[src/rtl/dm_arb_pkg.sv]
// dm_arb_pkg: shared types for the data-memory arbiter.
// Requester IDs, phase encodings, read tags and the phase mask.
package dm_arb_pkg;

   localparam int NREQ = 3;

   typedef enum logic [1:0] {
      REQ_RX  = 2'd0,
      REQ_CPU = 2'd1,
      REQ_TX  = 2'd2
   } req_id_t;

   typedef enum logic [1:0] {
      PH_IDLE = 2'b00,
      PH_RECV = 2'b01,
      PH_PROC = 2'b10,
      PH_XMIT = 2'b11
   } phase_t;

   typedef enum logic [1:0] {
      TAG_NONE = 2'd0,
      TAG_CPU  = 2'd1,
      TAG_TX   = 2'd2
   } tag_t;

   // bit order of the mask is {tx, cpu, rx}
   function automatic logic [NREQ-1:0] phase_mask(input logic [1:0] ph);
      logic [NREQ-1:0] m;
      case (phase_t'(ph))
         PH_RECV: m = 3'b011;
         PH_PROC: m = 3'b010;
         PH_XMIT: m = 3'b110;
         default: m = 3'b000;
      endcase
      return m;
   endfunction

endpackage

[src/rtl/dm_arbiter_rr.sv]
// rr_arbiter3: combinational 3-way round-robin pick.
// Highest priority goes to the requester named by ptr.
module rr_arbiter3
   import dm_arb_pkg::*;
(
   input  logic [NREQ-1:0] elig,
   input  req_id_t         ptr,
   output logic [NREQ-1:0] pick
);

   // walk from lowest to highest priority so the highest one wins
   always_comb begin
      pick = '0;
      for (int k = NREQ - 1; k >= 0; k--) begin
         automatic int idx = (int'(ptr) + k) % NREQ;
         if (elig[idx[1:0]]) begin
            pick = '0;
            pick[idx[1:0]] = 1'b1;
         end
      end
   end

endmodule

[src/rtl/dm_arbiter.sv]
// dm_arbiter: shares the single-port data DRAM between
// the UART receiver, the processor and the transmitter.
module dm_arbiter
   import dm_arb_pkg::*;
#(
   parameter int AW     = 20,
   parameter int DW     = 8,
   parameter int RD_LAT = 1
) (
   input  logic          clock,
   input  logic          reset_n,
   input  logic [1:0]    status,
   input  logic          rx_req,
   input  logic [AW-1:0] rx_addr,
   input  logic [DW-1:0] rx_wdata,
   output logic          rx_gnt,
   input  logic          cpu_req,
   input  logic          cpu_we,
   input  logic [AW-1:0] cpu_addr,
   input  logic [DW-1:0] cpu_wdata,
   output logic          cpu_gnt,
   output logic          cpu_rvalid,
   output logic [DW-1:0] cpu_rdata,
   input  logic          tx_req,
   input  logic [AW-1:0] tx_addr,
   output logic          tx_gnt,
   output logic          tx_rvalid,
   output logic [DW-1:0] tx_rdata,
   output logic [AW-1:0] dm_addr,
   output logic [DW-1:0] dm_data,
   output logic          dm_wren,
   output logic          dm_rden,
   input  logic [DW-1:0] dm_q
);

   req_id_t         ptr;
   logic [NREQ-1:0] elig;
   logic [NREQ-1:0] pick;
   tag_t            cur_tag;
   tag_t            rd_tag [RD_LAT+1];

   // a requester already holding gnt is skipped this cycle
   always_comb begin
      elig = {tx_req, cpu_req, rx_req}
           & phase_mask(status)
           & ~{tx_gnt, cpu_gnt, rx_gnt};
   end

   rr_arbiter3 u_rr (
      .elig (elig),
      .ptr  (ptr),
      .pick (pick)
   );

   // register grant pulses and the DRAM command of the winner
   always_ff @(posedge clock or negedge reset_n) begin
      if (!reset_n) begin
         rx_gnt  <= 1'b0;
         cpu_gnt <= 1'b0;
         tx_gnt  <= 1'b0;
         dm_wren <= 1'b0;
         dm_rden <= 1'b0;
         dm_addr <= '0;
         dm_data <= '0;
         ptr     <= REQ_RX;
      end else begin
         rx_gnt  <= pick[0];
         cpu_gnt <= pick[1];
         tx_gnt  <= pick[2];
         dm_wren <= pick[0] | (pick[1] & cpu_we);
         dm_rden <= pick[2] | (pick[1] & ~cpu_we);
         if (pick[0]) begin
            dm_addr <= rx_addr;
            dm_data <= rx_wdata;
            ptr     <= REQ_CPU;
         end else if (pick[1]) begin
            dm_addr <= cpu_addr;
            if (cpu_we) dm_data <= cpu_wdata;
            ptr     <= REQ_TX;
         end else if (pick[2]) begin
            dm_addr <= tx_addr;
            ptr     <= REQ_RX;
         end
      end
   end

   // tag of the read being issued on the DRAM pins this cycle
   always_comb begin
      cur_tag = TAG_NONE;
      if (tx_gnt) cur_tag = TAG_TX;
      else if (cpu_gnt && dm_rden) cur_tag = TAG_CPU;
   end

   // track each read until its data appears on dm_q
   always_ff @(posedge clock or negedge reset_n) begin
      if (!reset_n) begin
         for (int i = 0; i <= RD_LAT; i++) rd_tag[i] <= TAG_NONE;
      end else begin
         rd_tag[0] <= cur_tag;
         for (int i = 1; i <= RD_LAT; i++) rd_tag[i] <= rd_tag[i-1];
      end
   end

   // capture returning data into the port that issued the read
   always_ff @(posedge clock or negedge reset_n) begin
      if (!reset_n) begin
         cpu_rvalid <= 1'b0;
         tx_rvalid  <= 1'b0;
         cpu_rdata  <= '0;
         tx_rdata   <= '0;
      end else begin
         cpu_rvalid <= (rd_tag[RD_LAT] == TAG_CPU);
         tx_rvalid  <= (rd_tag[RD_LAT] == TAG_TX);
         if (rd_tag[RD_LAT] == TAG_CPU) cpu_rdata <= dm_q;
         if (rd_tag[RD_LAT] == TAG_TX)  tx_rdata  <= dm_q;
      end
   end

endmodule

[config.mk]
export PLATFORM = sky130hd
export DESIGN_NAME = dm_arbiter
export DESIGN_NICKNAME = d
export VERILOG_FILES = /design/src/rtl/dm_arb_pkg.sv /design/src/rtl/dm_arbiter_rr.sv /design/src/rtl/dm_arbiter.sv
export SDC_FILE = /design/constraint.sdc
export NUM_CORES = 1
export LEC_CHECK = 0
export CORE_UTILIZATION = 41
export CTS_CLUSTER_DIAMETER = 200
export DETAILED_ROUTE_END_ITERATION = 7
export PLACE_DENSITY = 0.8
export SLEW_MARGIN = 30
export SYNTH_ARGS = -nofsm -noshare
export SYNTH_HDL_FRONTEND = slang
export SYNTH_SLANG_ARGS = --single-unit
[constraint.sdc]
create_clock -name clock -period 3.11 [get_ports clock]
set_clock_uncertainty 0.05 [all_clocks]
set_input_delay 0.4665 -clock clock [delete_from_list [all_inputs] [get_ports clock]]
set_output_delay 0.4665 -clock clock [all_outputs]
set_load 0.005 [all_outputs]
==> results_dict.tcl, run 1 <==
set metrics [dict create \
    drt-wirelength-per-cell_um 16.4 \
    syn_to_final_growth_pct 59.4 \
    ys_seq_area_frac 0.471 \
    setup_viol 0 \
    grt_setup_unrepaired "false" \
    hold_slack_ns 0.0667 \
    dpl_cell_area_um2 4600 \
    avgViaCountPerCell 5.54 \
    cp_data_required_time_ns 3.30 \
    final_cells 536 \
    fin_setup_tns_ns 0 \
    syn_nets 389 \
    cts_sinks 57 \
    portBuffers 142 \
    p_leak_nw 2.01 \
    dieArea_um2 7740 \
    grt-ovfl-total 0 \
    end_kind "flip-flop" \
    synth_top_area_cell "dfrtp_1" \
    tritoncts.num_buffers 9 \
    period_minus_slack_ns 2.82 \
    dp_cells 521 \
    cts_buffer_depth 2 \
    cts.clk_slew.worst_paths_ns 0.07 \
    die_x_um 88.0 \
    synth_top_area_share 0.471 \
    ctsHoldBuffers 0 \
    power_density_nw_per_um2 1060 \
    start_kind "flip-flop" \
    grtUsageTotal 0.242 \
    design_area_um2 4830 \
    drc_errors 0 \
    fmax_mhz 354 \
    grt_pass1_wl_um 14000 \
    antenna_left 0 \
    slew_violations 0 \
    path_max_fanout 10 \
    synthTopCellsByArea "dfrtp_1 (47%), mux2_2 (5.9%), a221oi_1 (5.5%)" \
    hold_class "in2async" \
    routed_wl_um 8770 \
    cts_tree "built" \
    ys_seq_elements 57 \
    drv_cap 0 \
    dr.pass1.iters 4 \
    netlist_area_um2 3030 \
    status "finished clean" \
    htree_levels 3 \
    drtIter0Drc 189 \
    ctsResizeCount 0 \
    fin_nets 532 \
    post-cts-setup-buffer-count 0 \
    antenna_found_initial 0 \
    hold_viol_final 0 \
    synth_edf_count 0 \
    ys.flop_type "dfrtp_1" \
    async_reset_ff_frac 1.00 \
    fillers 553 \
    yosysUniqueCellTypes 49 \
    insertion_delay_ns 0.33 \
    core-area_um2 6980 \
    worstMarginPinSlew_ns 0.792 \
    clock_tree.root_cell "clkbuf_8" \
    worstPathArrival_ns 3.01 \
    grt_max_degree 44 \
    syn_inst 293 \
    rr_worst_depth 8 \
    initial_utilization 0.434 \
    grt_pass1_vias 2952 \
    num_rows 30 \
    worst-setup-path-type "reg2reg" \
    drive_gt1_frac 0.180 \
    num_antenna_cells 0 \
    fin_crit_sh 0.907 \
    gp_congestion 0.844 \
    ioPinCount 143 \
    vias 2967 \
    slew_headroom 0.471 \
    dieHeight_um 88.0 \
    vdd_drop_max_mv 0.729 \
    ys.warnings.count 0 \
    hpwl_um 6580 \
    synth.avg_cell_area_um2 10.3 \
]
[state kept, by name, indices dropped and copies added, names as in the netlist, 2 cells and up]
| register | count |
|---|---|
| cpu_rdata | 8 |
| tx_rdata | 8 |
| dm_addr | 20 |
| rd_tag | 4 |
| ptr | 2 |
| dm_data | 8 |
[routing by layer]
layer | global-route usage | routed length [um] | share of wire
met5 | 0 | 0 | 0
met4 | 0.0924 | 114 | 0.013
met3 | 0.0914 | 964 | 0.11
met2 | 0.402 | 4270 | 0.49
met1 | 0.284 | 3420 | 0.39
[cells by family (layout without fill, tap and decap cells)]
group           Yosys count  after routing  share of synthesized area
buf+inv                  52            199                     0.0723
simple gates             73             73                      0.158
fa+ha+maj                 4              4                     0.0165
flops                    57             57                      0.471
compound gates           90             90                      0.220
mux                      17             17                     0.0628
[synthesized netlist by cell type, drive strengths merged, types with 2 or more instances]
cell    number
nor2         6
nand2        6
nor2b        2
nor3         4
and3         2
a221oi      19
a21oi       20
a31oi        9
o221ai       2
o32ai       19
buf         10
clkbuf      14
mux2        16
or3          3
ha           4
nand2b       4
inv         28
nand3        8
o21ai       12
dfrtp       57
or2         21
nor4        10
or4          2
[layout make-up]
cell class,instances,area (um2),share of cell area
repair buffers,156,1560,0.323
flip-flops and latches,57,1430,0.295
multi-input cells,184,1390,0.287
clock buffers,13,169,0.0350
well taps,96,120,0.0249
inverters,28,105,0.0218
clock inverters,2,60.1,0.0124
[through the flow]
stage                util  power [W]  setup WS [ns]
floorplan               -    0.00301          0.449
detailed placement  0.659    0.00434          0.134
finish              0.692    0.00512          0.289
global route        0.692    0.00548          0.101
CTS                 0.692    0.00514          0.309
global placement    0.659    0.00425          0.254
[report_power, final]
group | internal, W | leakage [nW] | total, W | switching, W
sequential | 0.00112 | 0.672 | 0.00131 | 0.000185
clock | 0.000513 | 0.116 | 0.000784 | 0.000271
combinational | 0.00160 | 1.23 | 0.00302 | 0.00143
total | 0.00323 | 2.01 | 0.00512 | 0.00189
[final timing paths]
kind	endpoint	start	slack, ns
max in group asynchronous	dm_addr[4]	reset_n	2.32
hold / removal	tx_rvalid	reset_n	0.07
setup / recovery	dm_addr[4]	ptr[0]	0.29
hold reg to reg	rd_tag[1]	rd_tag[3]	0.30
setup reg to reg	dm_addr[4]	ptr[0]	0.29
min in group clock	rd_tag[1]	rd_tag[3]	0.30
[critical path, cell delays in order, from the launching register on]
cell      delay [ns]
dfrtp_1         0.37
inv_1           0.09
ha_1            0.44
or2_2           0.34
o22a_1          0.20
o211ai_1        0.19
a31oi_2         0.29
or4_1           0.58
o221ai_1        0.18
[placed cells by master, fill, tap and decap left out, drive strengths merged, types with 8 or more instances in the layout]
cell,netlist,final
a21oi,20,20
a221oi,19,19
a31oi,9,9
buf,10,15
clkbuf,14,13
clkdlybuf4s50,0,141
dfrtp,57,57
inv,28,28
mux2,16,16
nand3,8,8
nor4,10,10
o21ai,12,12
o32ai,19,19
or2,21,21
Note: power is estimated with default switching activity, not from simulation.
==> inputs of run 2 (changes only) <==
Settings changed: CORE_MARGIN set to 4, CTS_CLUSTER_SIZE set to 20.
==> run 2 against run 1 <==
  * Core utilization is 2.9 points lower
  * Power is 4.3% lower
  * Final area is 1.0% lower
  * Clock-buffer cell count stayed put
  * Worst setup slack worse by 0.048 ns
  * Combinational power is 1% lower
  * Highest routed layer unchanged
==> results_dict.tcl, run 2 (synthesis results as in run 1) <==
set metrics [dict create \
    status "finished clean" \
    regMostFlops "dm_addr" \
    vdd_drop_max_mv 0.477 \
    final_common_cell "clkdlybuf4s50_1" \
    p_switching_w 0.00190 \
    worstMarginPinSlew_ns 0.820 \
    fin_nets 536 \
    start_kind "flip-flop" \
    avgViaCountPerCell 5.48 \
    post-cts-setup-buffer-count 0 \
    cp_data_required_time_ns 3.30 \
    core-area_um2 7210 \
    clock_tree.root_cell "clkbuf_8" \
    grt_pass1_wl_um 14700 \
    drc_errors 0 \
    drt-wirelength-per-cell_um 17.2 \
    dr.pass1.iters 4 \
    worst-setup-path-type "reg2reg" \
    ctsResizeCount 0 \
    num_antenna_cells 0 \
    drv_cap 0 \
    tritoncts.num_buffers 9 \
    internal_power_w 0.00300 \
    cts.clk_slew.worst_paths_ns 0.06 \
    pre_cts_ws_ns -0.204 \
    dieHeight_um 94.0 \
    drtIter0Drc 127 \
    fin_crit_sh 0.922 \
    slew_violations 0 \
    vias 2981 \
    total_power_w 0.00490 \
    insertion_delay_ns 0.32 \
    grt_max_degree 40 \
    portBuffers 142 \
    cts_sinks 57 \
    drive_gt1_frac 0.189 \
    multi_input_area_um2 1400 \
    sw_frac_of_total 0.387 \
    grt-ovfl-total 0 \
    regArea_um2 1430 \
    final_cell_mix "clkdlybuf4s50_1 (141), dfrtp_1 (57), inv_1 (27)" \
    period_minus_slack_ns 2.87 \
    comb_power_share 0.609 \
    grtUsageTotal 0.215 \
    die_x_um 94.0 \
    ctsHoldBuffers 0 \
    end_kind "flip-flop" \
    largest_reg_flops 20 \
    antenna_found_initial 0 \
    fillers 601 \
    p_leak_nw 2.00 \
    routed_wl_um 9330 \
    hold_viol_final 0 \
    path_max_fanout 20 \
    grt_pass1_vias 3071 \
    slew_headroom 0.452 \
    gp_congestion 0.819 \
    grt_setup_unrepaired "false" \
    cts_tree "built" \
    dieArea_um2 8830 \
    initial_utilization 0.420 \
    antenna_left 0 \
    p_clk_frac 0.121 \
    worstPathArrival_ns 3.06 \
    ioPinCount 143 \
    setup_viol 0 \
    hpwl_um 7120 \
    hold_class "in2async" \
    syn_to_final_growth_pct 57.8 \
    seqPwrFrac 0.270 \
    cts_buffer_depth 2 \
    htree_levels 3 \
    setup_ws_ns 0.241 \
    fmax_mhz 349 \
    hold_slack_ns 0.0620 \
    power_density_nw_per_um2 1020 \
    num_rows 31 \
]
## run 2: cell types whose count changed in the layout (fill, tap and decap cells not counted)
cell and delta:
buf_4 +6, buf_12 -3, clkinv_2 +3, bufinv_16 -2
buf_6 +1, clkbuf_1 +1, clkbuf_8 -1, nor4b_1 -1
nor4b_2 +1
## run 2: power by group through the flow
| stage | registers (W) | logic, W | clock network, W |
|---|---|---|---|
| after global routing | 0.00137 | 0.00324 | 0.000643 |
| final | 0.00132 | 0.00298 | 0.000593 |
| after floorplan | 0.00133 | 0.00168 | 0 |
| after CTS | 0.00133 | 0.00295 | 0.000611 |
| after global placement | 0.00132 | 0.00287 | 0 |
| after detailed placement | 0.00134 | 0.00294 | 0 |
## run 2: cell type report
type / count / share of cell area
timing repair buffer: 160 / 0.326
clock buffer: 13 / 0.0332
multi-input combinational: 184 / 0.292
sequential: 57 / 0.298
inverter: 28 / 0.0220
clock inverter: 3 / 0.00314
tap: 99 / 0.0259
## run 2: worst paths after layout
| kind | to | slack [ns] | startpoint | depth (start not counted) |
|---|---|---|---|---|
| max | dm_data[6] | 0.24 | ptr[0] | 10 |
| min | cpu_rdata[3] | 0.06 | reset_n | 1 |
| max reg2reg | dm_data[6] | 0.24 | ptr[0] | 10 |
| min reg2reg | rd_tag[0] | 0.30 | rd_tag[2] | 0 |
| max in group asynchronous | dm_addr[4] | 2.30 | reset_n | 2 |
| min in group clock | rd_tag[0] | 0.30 | rd_tag[2] | 0 |
## run 2: stage by stage
step,instances,util,cell area (um2),setup TNS [ns]
after floorplan,293,-,3030,0
after CTS,543,0.660,4760,0
after global placement,527,0.636,4590,-1.91
final,544,0.663,4780,0
after detailed placement,527,0.636,4590,-3.19
after global routing,544,0.663,4780,0
## run 2: critical path, cell delays in order, from the launching register on
cell,delay [ns]
dfrtp_1,0.37
inv_1,0.09
ha_1,0.34
buf_4,0.17
nand2b_1,0.13
o21ai_0,0.08
a211oi_1,0.47
nor3_4,0.11
buf_4,0.22
or3_1,0.54
a31oi_1,0.20
## run 2: layer usage
metal | vias up | wire length, um | track usage
met2 | 173 | 4460 | 0.350
met5 | - | 0 | 0
li1 | 1387 | - | -
met1 | 1406 | 3640 | 0.257
met3 | 15 | 1060 | 0.0745
met4 | 0 | 176 | 0.0951
==> inputs of run 3 (changes only) <==
Settings changed: RECOVER_POWER set to 50.
==> run 3 against run 2 <==
  * The run now ends with max-capacitance violations, max-slew violations left
  * Final area shrank 0.13%
  * Routed wire length decreased by 0.31%
  * Sequential power hardly changed
  * Fmax about the same
  * Core utilization fell by 0.087 points
  * First-iteration DRC count unchanged
  * Global-route usage stayed put
  * Sequential share of layout area about the same
  * Clock-buffer cell count stayed put
  * Critical endpoint unchanged
==> results_dict.tcl, run 3 (synthesis results as in run 1) <==
set metrics [dict create \
    status "finished, violations left" \
    violations "max-capacitance violations, max-slew violations" \
    final_common_cell "clkdlybuf4s50_1" \
    largest_reg_flops 20 \
    period_minus_slack_ns 2.87 \
    grtUsageTotal 0.215 \
    grt_pass1_wl_um 14700 \
    worstHoldEndpoint "rd_tag[0]" \
    cpMaxStageDelayCell "or3_1" \
    slew_headroom -0.389 \
    fmax_mhz 349 \
    cts.clk_slew.worst_paths_ns 0.06 \
    hold_class "reg2reg" \
    cts_sinks 57 \
    dr.pass1.iters 4 \
    vdd_drop_max_mv 0.478 \
    gp_congestion 0.819 \
    routed_wl_um 9300 \
    fin_nets 536 \
    portBuffers 142 \
    fin_crit_sh 0.922 \
    drv_cap 1 \
    num_rows 31 \
    antenna_found_initial 0 \
    cts_tree "built" \
    hold_slack_ns 0.300 \
    hpwl_um 7120 \
    drc_errors 0 \
    worst-setup-path-type "reg2reg" \
    hold_viol_final 0 \
    fillers 604 \
    power_density_nw_per_um2 1020 \
    setup_viol 0 \
    post-cts-setup-buffer-count 0 \
    dieArea_um2 8830 \
    die_x_um 94.0 \
    crit_chain "inv_1 > ha_1 > buf_4 > nand2b_1 > o21ai_0 > a211oi_1 > nor3_4 > buf_4 > or3_1 > a31oi_1" \
    max_stage_delay_ns 0.54 \
    r2r-start "ptr[0]" \
    crit_top_cell "buf_4" \
    grt-ovfl-total 0 \
    final_cell_mix "clkdlybuf4s50_1 (138), dfrtp_1 (57), inv_1 (27)" \
    path_max_fanout 20 \
    htree_levels 3 \
    slew_violations 40 \
    worstMarginPinSlew_ns 2.08 \
    r2r_slack_ns 0.24 \
    p_leak_nw 2.00 \
    insertion_delay_ns 0.32 \
    grt_setup_unrepaired "false" \
    cts_buffer_depth 2 \
    r2r-end "dm_data[6]" \
    initial_utilization 0.420 \
    grt_max_degree 40 \
    ctsHoldBuffers 0 \
    syn_to_final_growth_pct 57.6 \
    hold_depth 0 \
    core-area_um2 7210 \
    clock_tree.root_cell "clkbuf_8" \
    worst_hold_startpoint "rd_tag[2]" \
    num_antenna_cells 0 \
    avgViaCountPerCell 5.49 \
    ioPinCount 143 \
    antenna_left 0 \
    dieHeight_um 94.0 \
    worstPathArrival_ns 3.05 \
    drt-wirelength-per-cell_um 17.1 \
    regMostFlops "dm_addr" \
    regArea_um2 1430 \
    grt_pass1_vias 3071 \
    ctsResizeCount 0 \
    cp_data_required_time_ns 3.30 \
    drtIter0Drc 127 \
    end_kind "flip-flop" \
    fin_util 0.662 \
    tritoncts.num_buffers 9 \
    start_kind "flip-flop" \
    rr_worst_depth 10 \
    drive_gt1_frac 0.187 \
    vias 2984 \
    multi_input_area_um2 1400 \
]
-- run 3: power by group --
group | internal [W] | total, W | switching [W]
Combinational | 0.00154 | 0.00298 | 0.00144
Clock | 0.000329 | 0.000592 | 0.000263
Sequential | 0.00112 | 0.00132 | 0.000198
Total | 0.00299 | 0.00489 | 0.00190
-- run 3: worst max-delay path by stage --
stage,startpoint,end,slack [ns],depth (start not counted)
2_1_floorplan,ptr[0],dm_addr[14],0.45,10
3_5_place_dp,status[1],dm_addr[1],-0.20,9
6_report,ptr[0],dm_data[6],0.24,10
5_1_grt,ptr[0],dm_data[4],0.08,10
4_1_cts,ptr[0],dm_addr[2],0.02,8
3_3_place_gp,status[1],dm_addr[19],-0.10,7
-- run 3: critical path, delay by kind of cell, from the launching register on --
kind                     cells  cell delay (ns)
AND/OR/NAND/NOR              3             0.78
adder cells (fa/ha/maj)      1             0.34
AO/OA/AOI/OAI                3             0.75
flip-flops                   1             0.37
buffers and inverters        3             0.48
-- run 3: stage by stage --
stage | total power (W) | cell area [um2] | setup TNS, ns | setup WS (ns) | instances
floorplan | 0.00301 | 3030 | 0 | 0.449 | 293
CTS | 0.00489 | 4760 | 0 | 0.0160 | 543
global placement | 0.00419 | 4590 | -1.91 | -0.103 | 527
global route | 0.00525 | 4780 | 0 | 0.0767 | 544
detailed placement | 0.00428 | 4590 | -3.19 | -0.204 | 527
finish | 0.00489 | 4780 | 0 | 0.242 | 544
-- run 3: area by class of cell --
class | count | area share
sequential | 57 | 0.299
clock buffer | 13 | 0.0333
timing repair buffer | 160 | 0.325
multi-input combinational | 184 | 0.292
clock inverter | 3 | 0.00314
tap | 99 | 0.0259
inverter | 28 | 0.0220
-- run 3: per-layer routing --
| layer | wire length, um | track usage | up-vias |
|---|---|---|---|
| met5 | 0 | 0 | - |
| met4 | 191 | 0.0951 | 0 |
| met3 | 1060 | 0.0745 | 17 |
| met2 | 4450 | 0.350 | 174 |
| met1 | 3600 | 0.257 | 1406 |
| li1 | - | - | 1387 |
